### config.mk
export PLATFORM = sky130hd
export DESIGN_NAME = axis_step_generator
export DESIGN_NICKNAME = d
export VERILOG_FILES = /design/src/rtl/axis_step_generator.sv
export SDC_FILE = /design/constraint.sdc
export NUM_CORES = 1
export LEC_CHECK = 0
export ABC_AREA = 1
export ABC_CLOCK_PERIOD_IN_PS = 9100
export CAP_MARGIN = 5
export CORE_UTILIZATION = 40
export CTS_CLUSTER_SIZE = 40
export DETAILED_ROUTE_END_ITERATION = 6
export PLACE_DENSITY_LB_ADDON = 0.2
export SYNTH_ARGS = -nofsm -noshare
export SYNTH_HDL_FRONTEND = slang
export SYNTH_SLANG_ARGS = --single-unit
### constraint.sdc
create_clock -name clk -period 9.1 [get_ports clk]
set_clock_uncertainty 0.05 [all_clocks]
set_input_delay 1.82 -clock clk [delete_from_list [all_inputs] [get_ports clk]]
set_output_delay 1.82 -clock clk [all_outputs]
set_load 0.1 [all_outputs]
### src/rtl/axis_step_generator.sv
// axis_step_generator: trapezoidal step/direction pulse generator for one motor axis.
// A motion accelerates from period t0 towards cruise period tna, cruises, then mirrors
// the acceleration ramp to decelerate. Every period is clamped to at least MIN_PERIOD.
// Optional feature: define ENDSTOP_ABORT_EN to add an endstop input that aborts a run.
module axis_step_generator #(
   parameter int unsigned PULSE_W    = 10,
   parameter int unsigned MIN_PERIOD = 2 * PULSE_W
) (
   input  logic               clk,
   input  logic               reset,
`ifdef ENDSTOP_ABORT_EN
   input  logic               endstop,
`endif
   input  logic               start,
   input  logic signed [31:0] num,
   input  logic        [31:0] params [0:4],
   output logic               step,
   output logic               dir,
   output logic               busy,
   output logic               finish
);

   typedef enum logic [1:0] {
      IDLE,
      LOAD,
      RUN,
      DONE
   } state_t;

   localparam logic [31:0] PULSE_LEN = 32'(PULSE_W);
   localparam logic [31:0] MIN_LEN   = 32'(MIN_PERIOD);

   state_t      state;
   state_t      next_state;

   logic        start_q;
   logic        start_rise;
   logic        abort;

   logic [31:0] n_reg;
   logic [31:0] tna_reg;
   logic [31:0] delta_reg;
   logic [31:0] nn_eff_reg;
   logic        dir_reg;

   logic [31:0] idx;
   logic [31:0] idx_next;
   logic [31:0] cnt;
   logic [31:0] cnt_next;
   logic [31:0] ramp;
   logic [31:0] sat_cnt;

   logic [31:0] half_n;
   logic [31:0] nn_eff_load;
   logic [31:0] decel_start;
   logic        in_ramp;
   logic [31:0] ramp_eff;
   logic [31:0] shaped;
   logic [31:0] period;
   logic        period_end;
   logic        last_step;
   logic        ramp_down;
   logic        ramp_up;
   logic        step_next;

   // The edge detector powers up as "start already seen", so a start held high
   // through reset must drop and rise again before a motion begins.
   always_ff @(posedge clk or posedge reset) begin
      if (reset) begin
         start_q <= 1'b1;
      end else begin
         start_q <= start;
      end
   end

   assign start_rise = start & ~start_q;

`ifdef ENDSTOP_ABORT_EN
   logic [1:0] endstop_sync;

   // Two-flop synchroniser for the asynchronous endstop switch.
   always_ff @(posedge clk or posedge reset) begin
      if (reset) begin
         endstop_sync <= 2'b00;
      end else begin
         endstop_sync <= {endstop_sync[0], endstop};
      end
   end

   assign abort = endstop_sync[1];
`else
   assign abort = 1'b0;
`endif

   // State register.
   always_ff @(posedge clk or posedge reset) begin
      if (reset) begin
         state <= IDLE;
      end else begin
         state <= next_state;
      end
   end

   // Ramp length limited to half the move so accel and decel never overlap.
   always_comb begin
      half_n      = params[0] >> 1;
      nn_eff_load = (params[1] < half_n) ? params[1] : half_n;
   end

   // Period of the current step: ramp value floored at tna in the ramp phases,
   // tna while cruising, then never shorter than MIN_LEN.
   always_comb begin
      decel_start = n_reg - nn_eff_reg;
      in_ramp     = (idx < nn_eff_reg) || (idx >= decel_start);
      ramp_eff    = (sat_cnt != 32'd0) ? 32'd0 : ramp;
      shaped      = tna_reg;
      if (in_ramp && (ramp_eff > tna_reg)) begin
         shaped = ramp_eff;
      end
      period     = (shaped < MIN_LEN) ? MIN_LEN : shaped;
      period_end = ((cnt + 32'd1) >= period);
      last_step  = (idx == (n_reg - 32'd1));
      idx_next   = idx + 32'd1;
      ramp_down  = (idx_next < nn_eff_reg);
      ramp_up    = (idx_next > decel_start);
   end

   // Next-state and cycle-counter logic; the step pulse is decoded from the
   // values the counters will hold after this edge so it can be registered.
   always_comb begin
      next_state = state;
      cnt_next   = cnt;
      case (state)
         IDLE: begin
            if (start_rise) begin
               next_state = LOAD;
            end
         end
         LOAD: begin
            cnt_next = 32'd0;
            if (params[0] == 32'd0) begin
               next_state = DONE;
            end else begin
               next_state = RUN;
            end
         end
         RUN: begin
            if (abort) begin
               next_state = DONE;
            end else if (period_end) begin
               cnt_next = 32'd0;
               if (last_step) begin
                  next_state = DONE;
               end
            end else begin
               cnt_next = cnt + 32'd1;
            end
         end
         DONE: begin
            if (!start) begin
               next_state = IDLE;
            end
         end
         default: begin
            next_state = IDLE;
         end
      endcase
      step_next = (next_state == RUN) && (cnt_next < PULSE_LEN);
   end

   // Motion parameters and direction are captured once in LOAD and held for the move.
   always_ff @(posedge clk or posedge reset) begin
      if (reset) begin
         n_reg      <= 32'd0;
         tna_reg    <= 32'd0;
         delta_reg  <= 32'd0;
         nn_eff_reg <= 32'd0;
         dir_reg    <= 1'b0;
      end else if (state == LOAD) begin
         n_reg      <= params[0];
         tna_reg    <= params[3];
         delta_reg  <= params[4];
         nn_eff_reg <= nn_eff_load;
         dir_reg    <= (num >= 32'sd0);
      end
   end

   // Step index and ramp tracking. The ramp walks down by delta during accel and
   // back up during decel; sat_cnt counts how many steps the ideal value sits
   // below zero so the climb back up retraces exactly the same values.
   always_ff @(posedge clk or posedge reset) begin
      if (reset) begin
         idx     <= 32'd0;
         cnt     <= 32'd0;
         ramp    <= 32'd0;
         sat_cnt <= 32'd0;
      end else begin
         cnt <= cnt_next;
         if (state == LOAD) begin
            idx     <= 32'd0;
            ramp    <= params[2];
            sat_cnt <= 32'd0;
         end else if ((state == RUN) && !abort && period_end && !last_step) begin
            idx <= idx_next;
            if (ramp_down) begin
               if ((sat_cnt != 32'd0) || (ramp < delta_reg)) begin
                  sat_cnt <= sat_cnt + 32'd1;
               end else begin
                  ramp <= ramp - delta_reg;
               end
            end else if (ramp_up) begin
               if (sat_cnt != 32'd0) begin
                  sat_cnt <= sat_cnt - 32'd1;
               end else begin
                  ramp <= ramp + delta_reg;
               end
            end
         end
      end
   end

   // Registered step output so the driver never sees decode glitches.
   always_ff @(posedge clk or posedge reset) begin
      if (reset) begin
         step <= 1'b0;
      end else begin
         step <= step_next;
      end
   end

   assign dir    = dir_reg;
   assign busy   = (state == LOAD) || (state == RUN);
   assign finish = (state == DONE);

endmodule

Word level (Yosys, flattened, before mapping)
Cells that the tools add are included.

Memory bits (writable): 0. Memories kept: 0. Latch bits: 0. Bits in registers: 261. Memory bits (read-only): 0. Bits of input ports: 195.

Bitwise logic cells: 2. $mul: 0. Div/mod/pow operators: 0. Shift operators: 0. Magnitude comparators: 11. Equality and inequality tests: 8. Reductions and logical operators: 16. Mux-type cells: 26. $add $sub $neg: 8.

Operators with widths (number): $mux W32 (19); $add A32 B1 Y32 const B (3); $lt A32 B32 Y1 (3); $ge A32 B32 Y1 (2); $gt A32 B32 Y1 (2); $pmux W32 S2 (1); $sub A32 B1 Y32 const B (2); $sub A32 B32 Y32 (2); $add A32 B32 Y32 (1); $eq A32 B32 Y1 (1); $ge A32 B1 Y1 const B (1); $logic_not A32 Y1 (1); $lt A32 B31 Y1 (1); $lt A32 B4 Y1 const B (1); $lt A32 B5 Y1 const B (1); $reduce_bool A32 Y1 (1); $mux W2 (4); $pmux W2 S4 (1); $reduce_and A4 Y1 (2); $eq A2 B2 Y1 const B (3); $reduce_bool A3 Y1 (2); $logic_and A1 B1 Y1 (4); $logic_or A1 B1 Y1 (3); $ne A3 B1 Y1 const B (1); 9 further kinds (9).

Logic depth before layout (Yosys ltp)
Gate-level depths: netlist (run 1).

Word-level depth: 12. Gate-level depth with buffers: 55. Depth with buffers taken out: 53.

Worst setup path after synthesis (run 1)
No wires, ideal clock.

Kind: reg-to-reg. From: register idx[0]. To: register sat_cnt[29]. Cell stages (with the launch flop): 33. Path slack: 2.511 ns. Data required time: 8.931 ns. Setup time: 0.119 ns. Arrival: 6.420 ns. Cells stage by stage: dfrtp_1 -> inv_2 -> nor3_4 -> nand2_2 -> nor2_4 -> nand3_4 -> nor4_1 -> or3b_2 -> nor3_1 -> nand4_1 -> xor2_1 -> inv_1 -> ha_1 -> nand2_1 -> nor3_1 -> nor4b_1 -> nand2_1 -> nand2_1 -> clkbuf_1 -> ha_1 -> o21ai_0 -> o21ai_1 -> a31oi_1 -> o21ai_1 -> a21oi_1 -> o21ai_1 -> nand2_1 -> nor3_1 -> nor2_1 -> xor2_1 -> nor2_1 -> nand4_1 -> nand2_1.

Cells in the longest elaborated chain, start to end: 11. Elaborated cells on any way between the ends: 23.

RTL lines: from (decl) (line 46) `logic [31:0] idx;`; from (signal assigned) (line 204) `idx <= idx_next;`; $lt A32 B32 Y1 / $ge A32 B32 Y1 (equally long branches) (line 114) `in_ramp = (idx < nn_eff_reg) || (idx >= decel_start);`; $logic_or A1 B1 Y1 (line 114); $logic_and A1 B1 Y1 (line 117) `if (in_ramp && (ramp_eff > tna_reg)) begin`; $mux W32 (line 117); $lt A32 B5 Y1 (line 120) `period = (shaped < MIN_LEN) ? MIN_LEN : shaped;`; $mux W32 (line 120); $ge A32 B32 Y1 (line 121) `period_end = ((cnt + 32'd1) >= period);`; $logic_and A1 B1 Y1 (2 in a row) (line 203) `end else if ((state == RUN) && !abort && period_end && !last_step) begin`; $reduce_bool A2 Y1 (no line); $reduce_and A4 Y1 (no line); to (signal assigned) (line 207) `sat_cnt <= sat_cnt + 32'd1;`; to (signal assigned) (line 213) `sat_cnt <= sat_cnt - 32'd1;`; to (decl) (line 51) `logic [31:0] sat_cnt;`.

Parallel ways exist; a longest one is shown, timed or not. The select of a mux whose other input is x is not followed. A chain may end at the register's enable or synchronous reset.

Worst setup path after layout (run 1)
From: register n_reg[8]. To: register sat_cnt[6].

Cells in the longest elaborated chain, start to end: 12. Elaborated cells on any way between the ends: 17.

RTL lines: from (decl) (line 40) `logic [31:0] n_reg;`; from (signal assigned) (line 180) `n_reg <= params[0];`; $sub A32 B32 Y32 (line 113) `decel_start = n_reg - nn_eff_reg;`; $ge A32 B32 Y1 (line 114); $logic_or A1 B1 Y1 (line 114); $logic_and A1 B1 Y1 (line 117); $mux W32 (line 117); $lt A32 B5 Y1 (line 120); $mux W32 (line 120); $ge A32 B32 Y1 (line 121); $logic_and A1 B1 Y1 (2 in a row) (line 203); $reduce_bool A2 Y1 (no line); $reduce_and A4 Y1 (no line) *.

Mark *: on every way between the ends. The rest lies on a longest branch, timed or not.

==> results of run 1 <==
## kinds of logic after synthesis
group / count (synthesis) / share of synthesized area, %
AO/OA/AOI/OAI: 716 / 15.3
XOR/XNOR: 207 / 6.95
adder cells (fa/ha/maj): 351 / 16.9
buffers and inverters: 615 / 9.56
flip-flops: 261 / 25.0
AND/OR/NAND/NOR: 1585 / 26.2
## area by class of cell
class	instances	area, sq um	share of cell area (%)
clock buffer	48	1010	3.44
clock inverter	9	57.6	0.195
inverter	491	1850	6.29
multi-input combinational	2859	17100	58.1
sequential	261	6530	22.2
tap	855	1070	3.63
timing repair buffer	186	1830	6.21
## power breakdown
part           leakage (nW)  switching (mW)  internal (mW)
Sequential             3.25          0.0408           1.21
Combinational          11.4           0.611          0.370
Clock                 0.529           0.544          0.774
## cell usage after synthesis, types with 21 or more instances
cell type	count
a21oi_1	272
a31oi_1	26
buf_6	21
clkbuf_1	75
dfrtp_1	260
ha_1	347
inv_1	481
nand2_1	921
nand3_1	127
nand4_1	119
nor2_1	269
nor3_1	60
nor4_1	35
o21ai_0	258
o22ai_1	23
xnor2_1	39
xor2_1	168
## cells in the final DEF, fill, tap and decap left out, drive strengths merged, types with 3 or more instances in the layout
master	netlist	routed
buf	49	19
o22ai	24	24
clkinv	2	8
nor3	62	62
a211oi	13	13
nand4	119	119
nand3	138	138
nor2	279	279
a31oi	26	26
clkbuf	75	48
inv	489	490
o211ai	11	11
or2	6	6
o21ai	276	276
nor4	38	38
o21bai	8	8
o221ai	8	8
a21oi	274	274
dfrtp	260	260
ha	347	347
xor2	168	168
a21boi	6	6
xnor2	39	39
nand2	931	931
fa	4	4
a21o	17	17
o31ai	11	11
o21a	17	17
a22oi	7	7
o2111ai	5	5
clkdlybuf4s50	0	167
nor3b	3	3
## worst max-delay path, delay by kind of cell (launching register included)
family / cells / cell delay, ps
and+or+nand+nor: 32 / 4120
adders and majority gates: 3 / 1000
xor gates and xnor gates: 1 / 300
AOI/OAI and AO/OA: 8 / 1360
DFF: 1 / 480
buffers and inverters: 3 / 700
## how the worst max path moves through the flow
stage	start	to	cells past startpoint
3_5_place_dp	n_reg[0]	sat_cnt[23]	43
2_1_floorplan	reset	cnt[0]	1
6_report	n_reg[8]	sat_cnt[6]	47
5_1_grt	n_reg[8]	sat_cnt[17]	47
4_1_cts	n_reg[0]	sat_cnt[23]	43
3_3_place_gp	n_reg[8]	sat_cnt[8]	47
## routing by layer
metal / track usage (%) / routed length, microns / vias to the layer above / share of wire [%]
met5: 0 / 0 / - / 0
met4: 5.29 / 1590 / 0 / 2.0
met3: 2.80 / 3840 / 85 / 4.9
met2: 35.6 / 32900 / 519 / 42
met1: 34.5 / 39400 / 11200 / 51
li1: - / - / 12600 / -
## timing repair
action / 4_1_cts / 5_1_grt
hold buffers: 0 / 0
resized for setup: 0 / 1
endpoints found under the setup margin: 0 / 64
## stage by stage
step	area, sq um	hold WS (ps)	worst slack, ps	std cells
after detailed placement	28400	428	822	4652
after global routing	29500	491	90.4	4709
after floorplan	26100	420	48.2	3735
final	29500	442	949	4709
after CTS	29500	445	773	4709
after global placement	28400	426	924	4652
==> reports/metrics.cfg, run 1 <==
[outcome]
status = finished with violations
violations = DRC

[logic_synthesis]
synth_edf_count = 0
ys.flop_type = dfrtp_1
ys_types = 68
synth_fp_nets = 4281
yosysTopAreaCell = dfrtp_1
asyncSetResetFlopFracSynth_pct = 100
synthTopCellsByArea = dfrtp_1 25%, ha_1 17%, nand2_1 13%
netlist_area_sq_um = 26100
synth_top_area_share_pct = 24.9
ys_seq_area_share_pct = 25.0
yosys_warnings = 0
avgSynthCellArea_sq_um = 6.99
yosys_register_bits = 261
synth_cells = 3735

[pwr]
p_per_area_nw_per_um2 = 120
leakage_nw = 15.1
worst_ir_drop_vdd_mv = 0.142
power_mw = 3.55

[route]
drc = 3
via_per_inst = 5.18
wl_per_cell_microns = 16.5
detail-route-antenna-nets = 0
drt_first_iter_violations = 1605
drt_wl_total_microns = 77700
first_pass_iters = 7
dr_total_vias = 24400

[floorplanning]
num_rows = 93
fp.dieW_microns = 257
ios = 199
die_h_microns = 257
coreArea_sq_um = 64500
die_area_sq_um = 66300
start_util_pct = 40.5

[timing]
setup_viol = 0
post-route-period-util_pct = 89.6
relSlewSlack_pct = 27.3
slew_viol_final = 0
rsz0062_at_grt = false
fin_crit_ps = 8150
max_clock_freq_mhz = 123
finalHoldViolCount = 0
worst_pin_slew_ps = 1080
setup-tns-final_ps = 0

[layout]
area_growth_pct = 12.9
utilization_pct = 45.7
fillCellCount = 6707
drive_gt1_share_pct = 3.68
fin_nets = 4379
num_antenna_cells = 0

[cts]
clock_sinks = 261
cts-root-buf = clkbuf_16
insertion_delay_ps = 560
htreeDepth = 2
clockBufferDepth = 3
cts_tree = built
clkTransAtPathRegs_ps = 50
post-cts-setup-buffers = 0
cts_made_buffers = 34

[setup_path]
cpMostUsedCell = nand2_1
required_ps = 9510
worst-path-max-fanout = 73
reg2reg_slack_ps = 950
worst_path_largest_cell_delay_ps = 550
crit_type = flip-flop to flip-flop
r2r-end = sat_cnt[6]
reg2regPathDepth = 47
start_kind = flip-flop
rr_startpoint = n_reg[8]
arrival_ps = 8570
slowest_stage = buf_6
endpoint_kind = flip-flop

[worst_hold_path]
hold_depth = 2
min_from = dir
hold_end = dir
hold_class = flip-flop to flip-flop

[global_routing]
grt.overflow.total = 0
antenna_found_initial = 0
grtUsageTotal_pct = 23.2
grt_pass1_vias = 23100
grt_pass1_wl_microns = 125000
grt_max_degree = 165

[placement]
gp_congestion = 0.914
dp_hpwl_microns = 60100
port_buffers = 167

[flow_run]
cap_viol_max_count = 0

(Power assumes the default switching activity.)
==> run 2: changes to the inputs <==
Settings changed: SETUP_SLACK_MARGIN set to 0.05.
==> run 2 against run 1 <==
Against the previous run:
- the run now ends clean
- first-iteration DRC count rose by 0.69%
- non-clock buffer count up 4
- register-to-register slack improved by 50 ps
- critical path depth is 4 lower
- combinational power barely moved
- hold slack worse by 4.9 ps
- die area is the same
- largest power group unchanged
- highest routed layer unchanged
==> reports/metrics.cfg, run 2 (synthesis results as in run 1) <==
[cts]
cts_tree = built
cts_hold_buf = 0
ctsResizeCount = 0
htreeDepth = 2
post-cts-setup-buffers = 0
cts-root-buf = clkbuf_16
insertion_delay_ps = 550
clock_sinks = 261
clockBufferDepth = 3
clkTransAtPathRegs_ps = 60
cts_made_buffers = 35

[floorplanning]
start_util_pct = 40.5
die_area_sq_um = 66300
fp.dieW_microns = 257
ios = 199
coreArea_sq_um = 64500
die_h_microns = 257
num_rows = 93

[placement]
port_buffers = 167
gp_congestion = 0.919
dp_hpwl_microns = 61000
dp_slack_ps = 1160
dp.cells = 4656

[setup_path]
worst_path_largest_cell_delay_ps = 580
start_kind = flip-flop
worst-path-max-fanout = 56
crit_type = flip-flop to flip-flop
slowest_stage = buf_4
arrival_ps = 8540
required_ps = 9530
cpMostUsedCell = nand2_1
endpoint_kind = flip-flop

[outcome]
status = finished, final reports clean

[global_routing]
grtUsageTotal_pct = 23.6
grt_max_degree = 147
grt.overflow.total = 0
grt_pass1_vias = 23600
grt_pass1_wl_microns = 127000
antenna_found_initial = 0

[timing]
max_clock_freq_mhz = 123
worst_slack_ps = 995
relSlewSlack_pct = 27.6
finalHoldViolCount = 0
setup_viol = 0
rsz0062_at_grt = false
slew_viol_final = 0
worst_pin_slew_ps = 1080
post-route-period-util_pct = 89.1
setup-tns-final_ps = 0
fin_crit_ps = 8100
whs_ps = 437

[layout]
drive_gt1_share_pct = 3.70
final_common_cell = nand2_1
final_cell_mix = 919 x nand2_1, 479 x inv_1, 346 x ha_1
stdcell_count = 4717
fin_nets = 4384
area_growth_pct = 13.1

[pwr]
p_sw_share_pct = 33.4
pwr-share-seq_pct = 34.8
leakage_nw = 15.2
p_int_mw = 2.39
p_per_area_nw_per_um2 = 122
clock_power_share_pct = 37.9
p_switching_mw = 1.20
combPwrFrac_pct = 27.3
worst_ir_drop_vdd_mv = 0.110

[route]
via_per_inst = 5.22
drc = 0
drt_wl_total_microns = 78400
detail-route-antenna-nets = 0
dr_total_vias = 24600
wl_per_cell_microns = 16.6
drt_first_iter_violations = 1616
first_pass_iters = 5

[flow_run]
cap_viol_max_count = 0

[worst_hold_path]
hold_class = flip-flop to flip-flop

[run 2: area by class of cell]
type | instances | area [sq um]
clock inverter | 11 | 113
inverter | 491 | 1850
clock buffer | 49 | 991
antenna | 1 | 2.50
timing repair buffer | 190 | 1860
fill | 6769 | 34900
sequential | 261 | 6530
tap | 855 | 1070
multi-input combinational | 2859 | 17100
[run 2: worst max-delay path: cells and delay by family, from the launching register on]
kind | cells | cell delay [ps]
buffers and inverters | 5 | 1100
adders and majority gates | 4 | 1270
and+or+nand+nor | 24 | 3200
DFF | 1 | 380
AOI/OAI and AO/OA | 9 | 1650
xor gates and xnor gates | 1 | 270
[run 2: worst paths after layout]
check,depth (start not counted),to,slack (ps),startpoint
hold / removal,2,dir,440,dir
setup reg to reg,43,ramp[17],1000,n_reg[0]
setup / recovery,43,ramp[17],1000,n_reg[0]
hold reg to reg,2,dir,440,dir
min in group asynchronous,3,state[0],1800,reset
max in group asynchronous,4,ramp[10],5860,reset
[run 2: power by group through the flow]
stage | sequential (mW) | clock [mW] | combinational (mW)
floorplan | 1.26 | 0 | 0.697
global placement | 1.27 | 0 | 0.963
detailed placement | 1.27 | 0 | 0.973
CTS | 1.25 | 1.40 | 0.980
global route | 1.26 | 1.45 | 1.13
finish | 1.25 | 1.36 | 0.983
[run 2: per-stage QoR]
| stage | cell area (sq um) | utilization (%) | total power [mW] |
|---|---|---|---|
| final | 29500 | 45.8 | 3.60 |
| after global routing | 29500 | 45.8 | 3.83 |
| after floorplan | 26100 | - | 1.96 |
| after CTS | 29500 | 45.8 | 3.63 |
| after detailed placement | 28400 | 44.1 | 2.24 |
| after global placement | 28400 | 44.1 | 2.23 |
[run 2: per-layer routing]
metal  track usage [%]  vias up  routed length (microns)
met5                 0        -                        0
met4              5.18        0                     1430
met3              3.14       76                     4150
met2              36.9      521                    33900
met1              34.3    11400                    39000
li1                  -    12700                        -
==> run 3: changes to the inputs <==
Settings changed: TNS_END_PERCENT set to 20.
==> results of run 3 <==
No change in the layout: final DEF, timing and power equal those of run 2.
